===== config.mk =====
export PLATFORM = sky130hd
export DESIGN_NAME = galvo_dac_sequencer_flat
export DESIGN_NICKNAME = d
export VERILOG_FILES = /design/src/rtl/galvo_pkg.sv /design/src/rtl/galvo_dac_sequencer_if.sv /design/src/rtl/dac_word_shifter.sv /design/src/rtl/galvo_dac_sequencer.sv /design/src/flat_wrapper.sv
export SDC_FILE = /design/constraint.sdc
export NUM_CORES = 1
export LEC_CHECK = 0
export CAP_MARGIN = 20
export CORE_MARGIN = 2
export CORE_UTILIZATION = 54
export DETAILED_ROUTE_END_ITERATION = 7
export PLACE_DENSITY_LB_ADDON = 0.08
export SKIP_CTS_REPAIR_TIMING = 1
export SLEW_MARGIN = 10
export SYNTH_ARGS = -nofsm -noshare
export SYNTH_HDL_FRONTEND = slang
export SYNTH_SLANG_ARGS = --single-unit

===== constraint.sdc =====
create_clock -name clk -period 2.2 [get_ports clk]
set_input_delay 0.44 -clock clk [delete_from_list [all_inputs] [get_ports clk]]
set_output_delay 0.44 -clock clk [all_outputs]
set_load 0.005 [all_outputs]

===== src/rtl/galvo_pkg.sv =====
// Shared types and constants for the galvo DAC sequencer: FSM states, DAC word config bits, channel ids.
package galvo_pkg;

  typedef enum logic [2:0] {
    IDLE,
    SHIFT_A,
    GAP_A,
    SHIFT_B,
    GAP_B,
    LATCH,
    DWELL
  } state_t;

  localparam logic BUF  = 1'b0;  // unbuffered reference
  localparam logic GA   = 1'b1;  // 1x gain
  localparam logic SHDN = 1'b1;  // output active

  localparam logic CH_X = 1'b0;
  localparam logic CH_Y = 1'b1;

  localparam int CLK_DIV_DEF   = 4;
  localparam int CS_GAP_DEF    = 4;
  localparam int LATCH_CYC_DEF = 4;

  function automatic logic [15:0] dac_word(input logic ch, input logic [11:0] data);
    return {ch, BUF, GA, SHDN, data};
  endfunction

endpackage


===== src/rtl/galvo_dac_sequencer_if.sv =====
// Point stream into the sequencer: valid/ready handshake plus X/Y codes, laser colour and dwell.
interface galvo_dac_sequencer_if;
  logic        pt_valid;
  logic        pt_ready;
  logic [11:0] pt_x;
  logic [11:0] pt_y;
  logic [2:0]  pt_rgb;
  logic [15:0] pt_dwell;

  modport master (output pt_valid, pt_x, pt_y, pt_rgb, pt_dwell, input pt_ready);
  modport slave  (input pt_valid, pt_x, pt_y, pt_rgb, pt_dwell, output pt_ready);
endinterface


===== src/rtl/dac_word_shifter.sv =====
// Serialises one 16-bit DAC word MSB first; csn low for exactly 32*CLK_DIV cycles after load_i.
// done_o pulses on the final cycle of the word; load_i must only be given while idle.
module dac_word_shifter #(
  parameter int CLK_DIV = 4
) (
  input  logic        clk,
  input  logic        reset,
  input  logic        load_i,
  input  logic [15:0] word_i,
  output logic        done_o,
  output logic        sclk_o,
  output logic        mosi_o,
  output logic        csn_o
);

  localparam int DW = (CLK_DIV > 1) ? $clog2(CLK_DIV) : 1;

  logic [15:0]   shreg_q, shreg_d;
  logic [3:0]    bit_q, bit_d;
  logic [DW-1:0] div_q, div_d;
  logic          sclk_q, sclk_d;
  logic          mosi_q, mosi_d;
  logic          csn_q, csn_d;
  logic          tick;

  assign tick   = !csn_q && (div_q == DW'(CLK_DIV - 1));
  assign done_o = tick && sclk_q && (bit_q == 4'd15);

  always_comb begin
    shreg_d = shreg_q;
    bit_d   = bit_q;
    div_d   = div_q;
    sclk_d  = sclk_q;
    mosi_d  = mosi_q;
    csn_d   = csn_q;
    if (load_i) begin
      shreg_d = word_i;
      bit_d   = 4'd0;
      div_d   = '0;
      sclk_d  = 1'b0;
      mosi_d  = word_i[15];
      csn_d   = 1'b0;
    end else if (!csn_q) begin
      if (tick) begin
        div_d = '0;
        if (!sclk_q) begin
          sclk_d = 1'b1;
        end else if (bit_q == 4'd15) begin
          sclk_d = 1'b0;
          mosi_d = 1'b0;
          csn_d  = 1'b1;
        end else begin
          // mosi moves together with the falling sclk edge, so it is stable for the whole high phase
          sclk_d  = 1'b0;
          bit_d   = bit_q + 4'd1;
          shreg_d = {shreg_q[14:0], 1'b0};
          mosi_d  = shreg_q[14];
        end
      end else begin
        div_d = div_q + DW'(1);
      end
    end
  end

  always_ff @(posedge clk) begin
    if (reset) begin
      shreg_q <= '0;
      bit_q   <= '0;
      div_q   <= '0;
      sclk_q  <= 1'b0;
      mosi_q  <= 1'b0;
      csn_q   <= 1'b1;
    end else begin
      shreg_q <= shreg_d;
      bit_q   <= bit_d;
      div_q   <= div_d;
      sclk_q  <= sclk_d;
      mosi_q  <= mosi_d;
      csn_q   <= csn_d;
    end
  end

  assign sclk_o = sclk_q;
  assign mosi_o = mosi_q;
  assign csn_o  = csn_q;

endmodule


===== src/rtl/galvo_dac_sequencer.sv =====
// Point sequencer: sends X then Y to a dual DAC, pulses latchn, updates laser, dwells; 268+dwell busy cycles per point.
// Backpressure: pt_ready is high only in IDLE, so a held pt_valid is taken on the first IDLE cycle.
module galvo_dac_sequencer
  import galvo_pkg::*;
#(
  parameter int CLK_DIV   = CLK_DIV_DEF,
  parameter int CS_GAP    = CS_GAP_DEF,
  parameter int LATCH_CYC = LATCH_CYC_DEF
) (
  input  logic                  clk,
  input  logic                  reset,
  galvo_dac_sequencer_if.slave  pt,
  output logic                  dac_csn,
  output logic                  dac_sclk,
  output logic                  dac_mosi,
  output logic                  dac_latchn,
  output logic [2:0]            laser_rgb,
  output logic                  busy
);

  state_t      state_q, state_d;
  logic [15:0] cnt_q, cnt_d;
  logic [11:0] y_q;
  logic [2:0]  rgb_q;
  logic [15:0] dwell_q;
  logic [2:0]  laser_q, laser_d;
  logic        latchn_q, latchn_d;
  logic        ready_q;
  logic        accept;
  logic        load;
  logic        done;
  logic [15:0] word;

  assign accept = pt.pt_valid && ready_q;

  always_comb begin
    state_d  = state_q;
    cnt_d    = cnt_q + 16'd1;
    load     = 1'b0;
    word     = dac_word(CH_X, pt.pt_x);
    latchn_d = latchn_q;
    laser_d  = laser_q;
    case (state_q)
      IDLE: begin
        if (accept) begin
          state_d = SHIFT_A;
          load    = 1'b1;
        end
      end
      SHIFT_A: begin
        if (done) begin
          state_d = GAP_A;
          cnt_d   = 16'd0;
        end
      end
      GAP_A: begin
        word = dac_word(CH_Y, y_q);
        if (cnt_q == 16'(CS_GAP - 1)) begin
          state_d = SHIFT_B;
          load    = 1'b1;
        end
      end
      SHIFT_B: begin
        if (done) begin
          state_d = GAP_B;
          cnt_d   = 16'd0;
        end
      end
      GAP_B: begin
        if (cnt_q == 16'(CS_GAP - 1)) begin
          state_d  = LATCH;
          cnt_d    = 16'd0;
          latchn_d = 1'b0;
          laser_d  = rgb_q;
        end
      end
      LATCH: begin
        if (cnt_q == 16'(LATCH_CYC - 1)) begin
          latchn_d = 1'b1;
          cnt_d    = dwell_q;
          state_d  = (dwell_q == 16'd0) ? IDLE : DWELL;
        end
      end
      DWELL: begin
        cnt_d = cnt_q - 16'd1;
        if (cnt_q == 16'd1) state_d = IDLE;
      end
      default: state_d = IDLE;
    endcase
  end

  always_ff @(posedge clk) begin
    if (reset) begin
      state_q  <= IDLE;
      cnt_q    <= '0;
      y_q      <= '0;
      rgb_q    <= '0;
      dwell_q  <= '0;
      laser_q  <= '0;
      latchn_q <= 1'b1;
      ready_q  <= 1'b0;
    end else begin
      state_q  <= state_d;
      cnt_q    <= cnt_d;
      laser_q  <= laser_d;
      latchn_q <= latchn_d;
      ready_q  <= (state_d == IDLE);
      if (accept) begin
        y_q     <= pt.pt_y;
        rgb_q   <= pt.pt_rgb;
        dwell_q <= pt.pt_dwell;
      end
    end
  end

  dac_word_shifter #(.CLK_DIV(CLK_DIV)) u_shifter (
    .clk    (clk),
    .reset  (reset),
    .load_i (load),
    .word_i (word),
    .done_o (done),
    .sclk_o (dac_sclk),
    .mosi_o (dac_mosi),
    .csn_o  (dac_csn)
  );

  assign pt.pt_ready = ready_q;
  assign dac_latchn  = latchn_q;
  assign laser_rgb   = laser_q;
  assign busy        = (state_q != IDLE);

endmodule


===== src/flat_wrapper.sv =====
// flat-port wrapper written by rule: the top's interface ports become plain ports
module galvo_dac_sequencer_flat import galvo_pkg::*;
#(
  parameter int CLK_DIV   = CLK_DIV_DEF,
  parameter int CS_GAP    = CS_GAP_DEF,
  parameter int LATCH_CYC = LATCH_CYC_DEF
)
  (clk, reset, dac_csn, dac_sclk, dac_mosi, dac_latchn, laser_rgb, busy, pt_pt_valid, pt_pt_x, pt_pt_y, pt_pt_rgb, pt_pt_dwell, pt_pt_ready);
  galvo_dac_sequencer_if pt_i ();
  input  logic clk;
  input  logic reset;
  output logic dac_csn;
  output logic dac_sclk;
  output logic dac_mosi;
  output logic dac_latchn;
  output logic [2:0] laser_rgb;
  output logic busy;
  input wire logic [$bits(pt_i.pt_valid)-1:0] pt_pt_valid;
  input wire logic [$bits(pt_i.pt_x)-1:0] pt_pt_x;
  input wire logic [$bits(pt_i.pt_y)-1:0] pt_pt_y;
  input wire logic [$bits(pt_i.pt_rgb)-1:0] pt_pt_rgb;
  input wire logic [$bits(pt_i.pt_dwell)-1:0] pt_pt_dwell;
  output wire logic [$bits(pt_i.pt_ready)-1:0] pt_pt_ready;
  assign pt_i.pt_valid = pt_pt_valid;
  assign pt_i.pt_x = pt_pt_x;
  assign pt_i.pt_y = pt_pt_y;
  assign pt_i.pt_rgb = pt_pt_rgb;
  assign pt_i.pt_dwell = pt_pt_dwell;
  assign pt_pt_ready = pt_i.pt_ready;
  galvo_dac_sequencer #(.CLK_DIV(CLK_DIV), .CS_GAP(CS_GAP), .LATCH_CYC(LATCH_CYC)) u_core (.clk(clk), .reset(reset), .pt(pt_i), .dac_csn(dac_csn), .dac_sclk(dac_sclk), .dac_mosi(dac_mosi), .dac_latchn(dac_latchn), .laser_rgb(laser_rgb), .busy(busy));
endmodule

==> metrics.txt <==
# TYPE chip_impl_metric gauge
chip_impl_metric{name="max-slew-margin-rel",unit=""} 0.603
chip_impl_metric{name="path_max_fanout",unit=""} 11
chip_impl_metric{name="share_of_layout_cells_above_drive_strength_1",unit=""} 0.107
chip_impl_info{name="critical_path.reg2reg.startpoint",value="u_core.cnt_q[1]"} 1
chip_impl_info{name="min-delay-path-class",value="reg -> reg"} 1
chip_impl_metric{name="wp_data_arrival",unit="ps"} 1670
chip_impl_metric{name="worst_clock_skew",unit="ps"} 10.7
chip_impl_info{name="crit_path_end_kind",value="output port"} 1
chip_impl_metric{name="synth.yosys.warnings",unit=""} 0
chip_impl_metric{name="fin_util",unit=""} 0.695
chip_impl_info{name="synth.area.top_cells",value="sky130_fd_sc_hd__dfxtp_1 (40%), sky130_fd_sc_hd__nand2_1 (12%), sky130_fd_sc_hd__a21oi_1 (6.0%)"} 1
chip_impl_info{name="synth-main-ff-cell",value="sky130_fd_sc_hd__dfxtp_1"} 1
chip_impl_metric{name="irDropWorstVdd",unit="uV"} 348
chip_impl_metric{name="synth_fp_nets",unit=""} 564
chip_impl_metric{name="hold-worst-slack",unit="ps"} 459
chip_impl_info{name="most_used_standard_cell_by_instance_count_after_synthesis",value="sky130_fd_sc_hd__nand2_1"} 1
chip_impl_info{name="run_status",value="completed"} 1
chip_impl_metric{name="max_slew.worst_pin.slew",unit="ps"} 594
chip_impl_info{name="worstReg2RegEnd",value="u_core.laser_rgb[2]"} 1
chip_impl_metric{name="gp_congestion",unit=""} 0.959
chip_impl_metric{name="cts.path.max_buffers",unit=""} 2
chip_impl_metric{name="gr-total-overflow",unit=""} 0
chip_impl_metric{name="finalNetCount",unit=""} 624
chip_impl_metric{name="synth_seq_cells",unit=""} 79
chip_impl_metric{name="track_usage",unit=""} 0.247
chip_impl_metric{name="layoutNonFillerInstCount",unit=""} 677
chip_impl_metric{name="setup_viol",unit=""} 0
chip_impl_info{name="timing.hold.worst.start",value="u_core.y_q[0]"} 1
chip_impl_metric{name="whs_path_depth",unit=""} 2
chip_impl_metric{name="level_count_of_the_clock_h_tree",unit=""} 3
chip_impl_metric{name="chipWidth",unit="um"} 89.9
chip_impl_metric{name="grt_antenna_before_repair",unit=""} 0
chip_impl_metric{name="min_period_over_period",unit=""} 0.959
chip_impl_info{name="kind_of_critical_path",value="reg -> out"} 1
chip_impl_metric{name="initial_cell_density_of_the_core",unit=""} 0.552
chip_impl_metric{name="design.portCount",unit=""} 55
chip_impl_metric{name="die-area",unit="sq mm"} 0.00808
chip_impl_metric{name="finalWorstPathRequiredPeriod",unit="ps"} 2110
chip_impl_metric{name="pwr_density_cell",unit="mW/mm^2"} 650
chip_impl_metric{name="n_antenna_cell",unit=""} 0
chip_impl_metric{name="detail-route-antenna-nets",unit=""} 0
chip_impl_metric{name="dpl_worst_slack",unit="ps"} 10.9
chip_impl_metric{name="r2r_cells",unit=""} 7
chip_impl_metric{name="setup_ws",unit="ps"} 90.6
chip_impl_info{name="start_kind",value="flip-flop"} 1
chip_impl_metric{name="leakagePower",unit="nW"} 1.84
chip_impl_metric{name="clk_pin_slew",unit="ps"} 80
chip_impl_metric{name="fillCellCount",unit=""} 631
chip_impl_info{name="sink_of_the_worst_hold_path",value="u_core.y_q[0]"} 1
chip_impl_metric{name="die_y",unit="um"} 89.9
chip_impl_metric{name="syn_to_final_growth",unit="%"} 26.0
chip_impl_metric{name="hold_viol",unit=""} 0
chip_impl_metric{name="core.rowCount",unit=""} 31
chip_impl_metric{name="place_inst",unit=""} 659
chip_impl_metric{name="dr_total_vias",unit=""} 3788
chip_impl_metric{name="routed_via_density",unit=""} 5.60
chip_impl_metric{name="first_global_vias",unit=""} 3464
chip_impl_info{name="synth_common_cells",value="sky130_fd_sc_hd__nand2_1 (132), sky130_fd_sc_hd__dfxtp_1 (79), sky130_fd_sc_hd__a21oi_1 (48)"} 1
chip_impl_metric{name="cts_num_sinks",unit=""} 79
chip_impl_metric{name="initialDrtViolationCount",unit=""} 252
chip_impl_metric{name="synth_top_area_frac",unit=""} 0.397
chip_impl_metric{name="core",unit="sq mm"} 0.00721
chip_impl_metric{name="ff2ff_setup_slack",unit="ps"} 140
chip_impl_info{name="synth_top_cell_by_area",value="sky130_fd_sc_hd__dfxtp_1"} 1
chip_impl_metric{name="post_synth_num_cell_types",unit=""} 51
chip_impl_metric{name="io_buffer_count",unit=""} 54
chip_impl_metric{name="detail_route.wl_per_cell",unit="um"} 14.8
chip_impl_metric{name="fmaxAchievable",unit="GHz"} 0.474
chip_impl_metric{name="grt_max_degree",unit=""} 71
chip_impl_metric{name="detail_route.first_pass.iterations",unit=""} 5
chip_impl_metric{name="worstSkewPairLatency",unit="ps"} 350
chip_impl_metric{name="drc",unit=""} 0
chip_impl_metric{name="cap_viol_max_count",unit=""} 0
chip_impl_info{name="root_buffer",value="sky130_fd_sc_hd__clkbuf_8"} 1
chip_impl_metric{name="seq_area_frac_synth",unit=""} 0.397
chip_impl_metric{name="crit_required",unit="ps"} 1760
chip_impl_metric{name="maxSlewViolCount",unit=""} 0
chip_impl_metric{name="synthCells",unit=""} 513
chip_impl_metric{name="synth_enable_flop_cells",unit=""} 0
chip_impl_metric{name="routed_wl",unit="mm"} 10.0
chip_impl_metric{name="placed_wire_length_estimate_after_detailed_placement",unit="mm"} 7.00
chip_impl_info{name="grt_setup_unrepaired",value="false"} 1
chip_impl_metric{name="grt_pass1_wl",unit="mm"} 16.4
chip_impl_metric{name="synth_area_per_cell",unit="sq um"} 7.76
chip_impl_metric{name="async_reset_ff_frac",unit=""} 0
chip_impl_metric{name="cts_inserted_buffers",unit=""} 9
chip_impl_metric{name="post_synth_instance_area",unit="sq mm"} 0.00398
chip_impl_info{name="cts_tree",value="built"} 1
## routing by layer
layer,vias to the layer above,track usage,wire [um],part of all wire
met3,23,0.0352,525,0.052
met2,116,0.386,4520,0.45
li1,1885,-,-,-
met5,-,0,0,0
met4,0,0.0846,165,0.016
met1,1764,0.351,4810,0.48
## sequential cells by signal, summed over array words and instances (netlist names)
signal / cells
u_core.u_shifter.sclk_o: 1
u_core.u_shifter.csn_o: 1
u_core.rgb_q: 3
u_core.state_q: 3
u_core.u_shifter.div_q: 2
u_core.pt.pt_ready: 1
u_core.cnt_q: 16
u_core.y_q: 12
u_core.u_shifter.bit_q: 4
u_core.u_shifter.shreg_q: 15
u_core.u_shifter.mosi_o: 1
u_core.dac_latchn: 1
u_core.dwell_q: 16
u_core.laser_rgb: 3
## placed cells by master (no fill, tap or decap), types with 2 or more instances in the layout
master,n
sky130_fd_sc_hd__nand4_1,8
sky130_fd_sc_hd__o21ai_0,4
sky130_fd_sc_hd__ha_1,5
sky130_fd_sc_hd__and3b_1,2
sky130_fd_sc_hd__clkbuf_8,9
sky130_fd_sc_hd__a211oi_1,11
sky130_fd_sc_hd__and4_1,4
sky130_fd_sc_hd__nor2b_1,15
sky130_fd_sc_hd__o31ai_1,3
sky130_fd_sc_hd__or3_1,2
sky130_fd_sc_hd__xnor2_1,18
sky130_fd_sc_hd__bufinv_16,3
sky130_fd_sc_hd__nor3_1,8
sky130_fd_sc_hd__inv_1,5
sky130_fd_sc_hd__nand3_1,12
sky130_fd_sc_hd__a31oi_1,9
sky130_fd_sc_hd__nand2_1,132
sky130_fd_sc_hd__nand2b_1,3
sky130_fd_sc_hd__a221oi_1,4
sky130_fd_sc_hd__and3_1,3
sky130_fd_sc_hd__buf_12,3
sky130_fd_sc_hd__nor4_1,7
sky130_fd_sc_hd__clkdlybuf4s50_1,53
sky130_fd_sc_hd__mux2i_1,5
sky130_fd_sc_hd__xor2_1,14
sky130_fd_sc_hd__a21oi_1,48
sky130_fd_sc_hd__buf_4,28
sky130_fd_sc_hd__and2_1,2
sky130_fd_sc_hd__nor2_1,39
sky130_fd_sc_hd__dfxtp_1,78
sky130_fd_sc_hd__nand3b_1,2
sky130_fd_sc_hd__a311oi_1,11
## cell type report
cell class / count / area (sq um) / share of cell area
multi-input combinational: 393 / 2240 / 0.447
clock buffer: 9 / 124 / 0.0247
inverter: 5 / 18.8 / 0.00374
timing repair buffer: 85 / 806 / 0.161
sequential: 79 / 1580 / 0.315
clock inverter: 7 / 120 / 0.0239
tap: 99 / 124 / 0.0247
## cells by family after synthesis
kind of cell               share of synthesized area
muxes                                         0.0154
buffers and inverters                         0.0487
xor gates and xnor gates                      0.0704
and+or+nand+nor                                0.300
AOI/OAI and AO/OA                              0.153
DFF                                            0.397
adders and majority gates                     0.0157
## critical path: stages, from the launching register on
cell and delay, ps:
sky130_fd_sc_hd__dfxtp_1 620, sky130_fd_sc_hd__nor3_1 130, sky130_fd_sc_hd__inv_1 90, sky130_fd_sc_hd__clkdlybuf4s50_1 490
## how the worst max path moves through the flow
stage / from / slack (ps) / endpoint
3_5_place_dp: u_core.cnt_q[1] / 10 / u_core.cnt_q[10]
4_1_cts: u_core.cnt_q[1] / -40 / u_core.cnt_q[10]
2_1_floorplan: u_core.cnt_q[0] / 150 / u_core.cnt_q[1]
6_report: u_core.state_q[1] / 90 / busy
5_1_grt: u_core.cnt_q[1] / 8 / u_core.laser_rgb[2]
3_3_place_gp: u_core.cnt_q[1] / 100 / u_core.cnt_q[15]
## stage by stage
stage          instance area [sq um]  power (W)  TNS [ps]
2_1_floorplan                   3980    0.00181         0
3_3_place_gp                    4730    0.00197         0
3_5_place_dp                    4730    0.00198         0
4_1_cts                         4970    0.00328     -64.5
5_1_grt                         5020    0.00339         0
6_report                        5020    0.00326         0
## where the power goes
group	switching, W	internal [W]
clock	0.000552	0.000758
combinational	0.000196	0.000215
sequential	0.0000487	0.00149
Note: power is estimated with default switching activity, not from simulation.
